**config.mk**
```make
export PLATFORM = sky130hd
export DESIGN_NAME = bcd_serial_subtractor
export DESIGN_NICKNAME = d
export VERILOG_FILES = /design/src/rtl/bcd_serial_subtractor.sv
export SDC_FILE = /design/constraint.sdc
export NUM_CORES = 1
export LEC_CHECK = 0
export ABC_AREA = 1
export CAP_MARGIN = 20
export CORE_UTILIZATION = 55
export DETAILED_ROUTE_END_ITERATION = 10
export PLACE_DENSITY = 0.85
export RECOVER_POWER = 50
export SYNTH_ARGS = -nofsm -noshare
export SYNTH_HDL_FRONTEND = slang
export SYNTH_SLANG_ARGS = --single-unit
export TNS_END_PERCENT = 50
```
**constraint.sdc**
```tcl
create_clock -name clk -period 8 [get_ports clk]
set_input_delay 0.8 -clock clk [delete_from_list [all_inputs] [get_ports clk]]
set_output_delay 0.8 -clock clk [all_outputs]
set_load 0.005 [all_outputs]
```
**src/rtl/bcd_serial_subtractor.sv**
```systemverilog
// bcd_serial_subtractor
//   Digit-serial packed-BCD subtractor computing D = A - B, one decimal digit
//   per clock, least-significant digit first, with a decimal borrow chained
//   between digits. Operands holding any nibble > 9 are rejected at once.
//
//   Optional build macro: BCD_SUB_SIGN_MAG_EN
//     undefined : negative results are left as the tens complement 10^N-(B-A)
//     defined   : negative results are re-negated digit-serially (NEG state)
//                 so diff holds the magnitude; borrow still flags the sign
//
// Ports
//   clk      in   clock, all state updates on the rising edge
//   rst_n    in   synchronous active-low reset
//   start    in   request, sampled only while idle
//   a        in   [4*DIGITS] minuend, packed BCD, digit 0 in [3:0]
//   b        in   [4*DIGITS] subtrahend, packed BCD
//   diff     out  [4*DIGITS] BCD difference, held until next accepted start
//   borrow   out  1 = result negative (A < B)
//   invalid  out  1 = last request contained a non-BCD nibble
//   busy     out  1 while a subtraction is in progress
//   done     out  one-cycle completion pulse
module bcd_serial_subtractor #(
  parameter int unsigned DIGITS = 4
) (
  input  logic                  clk,
  input  logic                  rst_n,
  input  logic                  start,
  input  logic [4*DIGITS-1:0]   a,
  input  logic [4*DIGITS-1:0]   b,
  output logic [4*DIGITS-1:0]   diff,
  output logic                  borrow,
  output logic                  invalid,
  output logic                  busy,
  output logic                  done
);

  localparam int unsigned W  = 4 * DIGITS;
  localparam int unsigned IW = (DIGITS > 1) ? $clog2(DIGITS) : 1;
  localparam logic [IW-1:0] LAST = IW'(DIGITS - 1);

`ifdef BCD_SUB_SIGN_MAG_EN
  typedef enum logic [1:0] {S_IDLE, S_SUB, S_NEG} state_t;
`else
  typedef enum logic {S_IDLE, S_SUB} state_t;
`endif

  state_t        state_q;
  logic [W-1:0]  a_q, b_q, diff_q;
  logic [IW-1:0] idx_q;
  logic          bin_q;
  logic          borrow_q, invalid_q, done_q;

  logic [3:0]    min_dig, sub_dig, dig_d;
  logic [4:0]    t;
  logic          bout_d;

  function automatic logic all_bcd(input logic [W-1:0] v);
    for (int unsigned i = 0; i < DIGITS; i++) begin
      if (v[4*i +: 4] > 4'd9) return 1'b0;
    end
    return 1'b1;
  endfunction

  // One digit of the serial subtraction; t is a 5-bit two's-complement value
  // in -10..9, so its sign bit is the outgoing borrow.
  always_comb begin
    min_dig = a_q[{idx_q, 2'b00} +: 4];
    sub_dig = b_q[{idx_q, 2'b00} +: 4];
`ifdef BCD_SUB_SIGN_MAG_EN
    if (state_q == S_NEG) begin
      min_dig = '0;
      sub_dig = diff_q[{idx_q, 2'b00} +: 4];
    end
`endif
    t      = {1'b0, min_dig} - {1'b0, sub_dig} - {4'b0, bin_q};
    bout_d = t[4];
    dig_d  = t[4] ? (t[3:0] + 4'd10) : t[3:0];
  end

  always_ff @(posedge clk) begin
    if (!rst_n) begin
      state_q   <= S_IDLE;
      a_q       <= '0;
      b_q       <= '0;
      diff_q    <= '0;
      idx_q     <= '0;
      bin_q     <= 1'b0;
      borrow_q  <= 1'b0;
      invalid_q <= 1'b0;
      done_q    <= 1'b0;
    end else begin
      done_q <= 1'b0;
      case (state_q)
        S_IDLE: begin
          if (start) begin
            if (!all_bcd(a) || !all_bcd(b)) begin
              diff_q    <= '0;
              borrow_q  <= 1'b0;
              invalid_q <= 1'b1;
              done_q    <= 1'b1;
            end else begin
              a_q       <= a;
              b_q       <= b;
              idx_q     <= '0;
              bin_q     <= 1'b0;
              invalid_q <= 1'b0;
              state_q   <= S_SUB;
            end
          end
        end
        S_SUB: begin
          diff_q[{idx_q, 2'b00} +: 4] <= dig_d;
          bin_q <= bout_d;
          idx_q <= idx_q + 1'b1;
          if (idx_q == LAST) begin
            borrow_q <= bout_d;
            idx_q    <= '0;
            bin_q    <= 1'b0;
`ifdef BCD_SUB_SIGN_MAG_EN
            if (bout_d) begin
              state_q <= S_NEG;
            end else begin
              state_q <= S_IDLE;
              done_q  <= 1'b1;
            end
`else
            state_q <= S_IDLE;
            done_q  <= 1'b1;
`endif
          end
        end
`ifdef BCD_SUB_SIGN_MAG_EN
        // Negate the tens-complement result in place: diff = 0 - diff.
        S_NEG: begin
          diff_q[{idx_q, 2'b00} +: 4] <= dig_d;
          bin_q <= bout_d;
          idx_q <= idx_q + 1'b1;
          if (idx_q == LAST) begin
            idx_q   <= '0;
            bin_q   <= 1'b0;
            state_q <= S_IDLE;
            done_q  <= 1'b1;
          end
        end
`endif
        default: state_q <= S_IDLE;
      endcase
    end
  end

  assign diff    = diff_q;
  assign borrow  = borrow_q;
  assign invalid = invalid_q;
  assign done    = done_q;
  assign busy    = (state_q != S_IDLE);

endmodule

```
==> impl_metrics.ini <==
[run_status]
run_status = finished clean

[logic_synthesis]
post_synth_num_cell_types = 29
yosys.area_share.adder_pct = 5.749
synth_top_cells_by_area = dfxtp_1 (41%), a21oi_1 (11%), nand2_1 (11%), nand3_1 (7.9%), ha_1 (4.2%)
synth.net_count = 408
yosys-mux-area-fraction_pct = 0
yosysTopAreaCellShare_pct = 41.47
synthCells = 362
synthXorXnorAreaFrac_pct = 0.6126
synth-compound-area-share_pct = 19.13
yosysTopAreaCell = dfxtp_1
simple_gate_area_share_of_the_yosys_netlist_pct = 25.54
yosysSeqAreaShare_pct = 41.47
synth_warnings = 0
largest_family_of_logic_cells_by_synthesized_area = simple AND/OR/NAND/NOR gates
yosys_register_bits = 55
syn_area_per_cell_um2 = 7.334
synth.cell_area_um2 = 2655

[place]
dpl_cell_area_um2 = 3173
dp.final_hpwl_um = 4704
detailedPlace.worstSlack_ns = 4.241
globalplace.congestion = 0.9015
number_of_buffers_inserted_by_port_buffering = 54

[worst_setup_path]
setup.worst_path.class = register to register
worst_setup_path_end_kind = register
timing.critical_path.from_type = register
cp.arrival_ns = 4.10
crit_path_frequent_cell = nand2_1
cp_max_fo = 32
kind_of_cell_adding_the_most_delay_to_the_critical_path = adder cells
r2r_setup_slack_ns = 4.14
crit_path_max_incr_delay_ns = 0.97
critical-path-slowest-cell = dfxtp_1
cp_num_buf_inv = 2
cp_cell_sequence = inv_1 > o21ai_0 > o22ai_1 > fa_1 > fa_1 > nand2_1 > nand2_1 > ha_1 > inv_1 > nand3_1 > nand2_1 > nand3b_1 > nand2_1 > nand4_1 > a21oi_1
data_required_time_at_the_worst_endpoint_ns = 8.24

[clock_tree]
postCtsSetupBuffers = 0
clock_path_buffers = 2
cts_max_level = 2
post_cts_sizing_count = 0
holdBufCountCts = 0
insertion_delay_ns = 0.31
clock_pin_transition_on_the_worst_setup_and_hold_timing_paths_ns = 0.10
clock-sinks = 55
tritoncts.num_buffers = 5
cts_root_buffer = clkbuf_8
tritoncts_clock_tree = done

[drt]
drt_pass1_iterations = 4
first_iter_violations = 158
antenna_left = 0
drt_drc_violations_left = 0
vias = 2555
via_per_inst = 5.579
routedWlPerCell_um = 13.69
finalWirelength_um = 6272

[sta]
setup_total_negative_slack_ns = 0
max_freq_mhz = 258.8
setup_violations = 0
final_hold_viol_count = 0
maxSlewViolCount = 0
layout_worst_path_cycle_share_pct = 48.30
grt_setup_unrepaired = no
slew_headroom_pct = 17.55
final_critical_path_setup_slack_ns = 4.136
clock_skew_ns = 0.007681
worst-slew-pin-transition_ns = 1.234
period_needed_ns = 3.864

[pwr]
switching_power_w = 0.0001189
seq_power_share_pct = 56.6
power_density_nw_per_um2 = 150.3
static-leakage-power_nw = 1.225
switching_share_of_power_pct = 24.24
design_power_total_w = 0.0004906
vdd_drop_max_mv = 0.1214
p_int_w = 0.0003717
power.share.clock_pct = 32.9
comb_power_share_pct = 10.5

[global_routing]
grt_pass1_wl_um = 10800
globalRoute.totalOverflow = 0
via_count_of_the_first_global_routing_pass = 2409
grt_overall_usage_pct = 26.49
antenna_violations_before_repair = 0
maximum_number_of_pins_on_one_net_before_global_route_repair = 46

[layout]
filler_cell_count = 366
final_layout_size_suffix_gt1_share_pct = 5.911
final_nets = 451
diodes_inserted = 0
cell_area_after_layout_um2 = 3263
layout-area-overhead-vs-synth_pct = 22.90

[floorplan]
floorplan.core_area_um2 = 4504
design.portCount = 55
rows = 24
initial_standard_cell_utilization_of_the_core_pct = 58.94
die_w_um = 71.48
full_die_area_um2 = 5109
die_y_um = 71.48

[flow_run]
maxCapViolCount = 0

[hold_path]
min_path_type = register to register
## area by class of cell
| class | instances | area (um2) | area share (%) |
|---|---|---|---|
| multi-input combinational | 260 | 1350 | 41.37 |
| sequential | 55 | 1101 | 33.74 |
| timing repair buffer | 54 | 540.5 | 16.56 |
| inverter | 29 | 111.4 | 3.413 |
| clock buffer | 7 | 86.33 | 2.646 |
| tap | 52 | 65.06 | 1.994 |
| clock inverter | 1 | 8.758 | 0.2684 |
## logic make-up after synthesis
| family | count (synthesis) |
|---|---|
| fa+ha+maj | 11 |
| buf+inv | 47 |
| flops | 55 |
| compound gates | 96 |
| simple gates | 152 |
| xor+xnor | 1 |
## routing by layer
metal | up-vias | wire, um | global-route usage, %
met1 | 1187 | 3050 | 37.54
met5 | - | 0 | 0
met4 | 0 | 70 | 7.843
met2 | 62 | 2888 | 41.90
li1 | 1298 | - | -
met3 | 8 | 263 | 4.360
## power groups by stage
stage | Clock [W] | Sequential (W) | Combinational (W)
floorplan | 0 | 0.000283 | 0.0000271
global route | 0.000171 | 0.000278 | 0.0000572
CTS | 0.000159 | 0.000278 | 0.0000521
global placement | 0 | 0.000284 | 0.0000508
detailed placement | 0 | 0.000284 | 0.0000519
finish | 0.000161 | 0.000278 | 0.0000516
## flip-flops by register name, summed over array words and instances (netlist names)
name	cells
borrow	1
idx_q	2
invalid	1
done	1
bin_q	1
diff	16
b_q	16
busy	1
a_q	16
## stage by stage
stage          utilization, %  hold WS [ns]  instances
4_1_cts                 72.56        0.4677        458
6_report                72.44        0.4644        458
3_5_place_dp            70.44        0.4534        450
5_1_grt                 72.44        0.4834        458
3_3_place_gp            70.44        0.4481        450
2_1_floorplan               -        0.4254        362
## worst reg2reg max path: stages (launching register included)
cell and delay (ns):
dfxtp_1 0.97, inv_1 0.44, o21ai_0 0.30, o22ai_1 0.13, fa_1 0.43, fa_1 0.43
nand2_1 0.08, nand2_1 0.07, ha_1 0.20, inv_1 0.08, nand3_1 0.10, nand2_1 0.08
nand3b_1 0.07, nand2_1 0.14, nand4_1 0.11, a21oi_1 0.18
## worst paths after layout
check,start,endpoint,cells after the start
setup / recovery,idx_q[0],diff[15],15
setup reg to reg,idx_q[0],diff[15],15
hold reg to reg,diff[3],diff[3],2
hold / removal,diff[3],diff[3],2
## Yosys cell counts
library cell  instances
nor2_4                1
fa_1                  2
xnor2_2               1
dfxtp_1              55
nor2_2                2
and2_1                1
a21oi_4               1
a21oi_1              60
inv_2                 6
nand3_1              42
nor3_1                4
nand2_1              76
nor4_2                1
buf_4                 4
ha_1                  9
o21a_1                4
clkinv_2              2
nand3b_1              1
clkbuf_1              9
nand4_1               4
nand2_2               5
inv_1                21
buf_2                 4
o22ai_1               3
nor2_1               15
o21ai_1               8
buf_1                 1
o21ai_0              19
o211ai_1              1
## layout by cell type (no fill, tap or decap), types with 3 or more instances in the layout
master,count
o21ai_1,8
nand3_1,42
dfxtp_1,55
inv_1,21
dlygate4sd3_1,21
clkdlybuf4s50_1,33
a21oi_1,60
nand4_1,4
nand2_2,4
nor3_1,4
nor2_1,16
nand2_1,77
clkbuf_8,6
o21a_1,4
o21ai_0,19
o22ai_1,3
ha_1,9
inv_2,6
No activity file was read; power rests on OpenSTA's default activity.
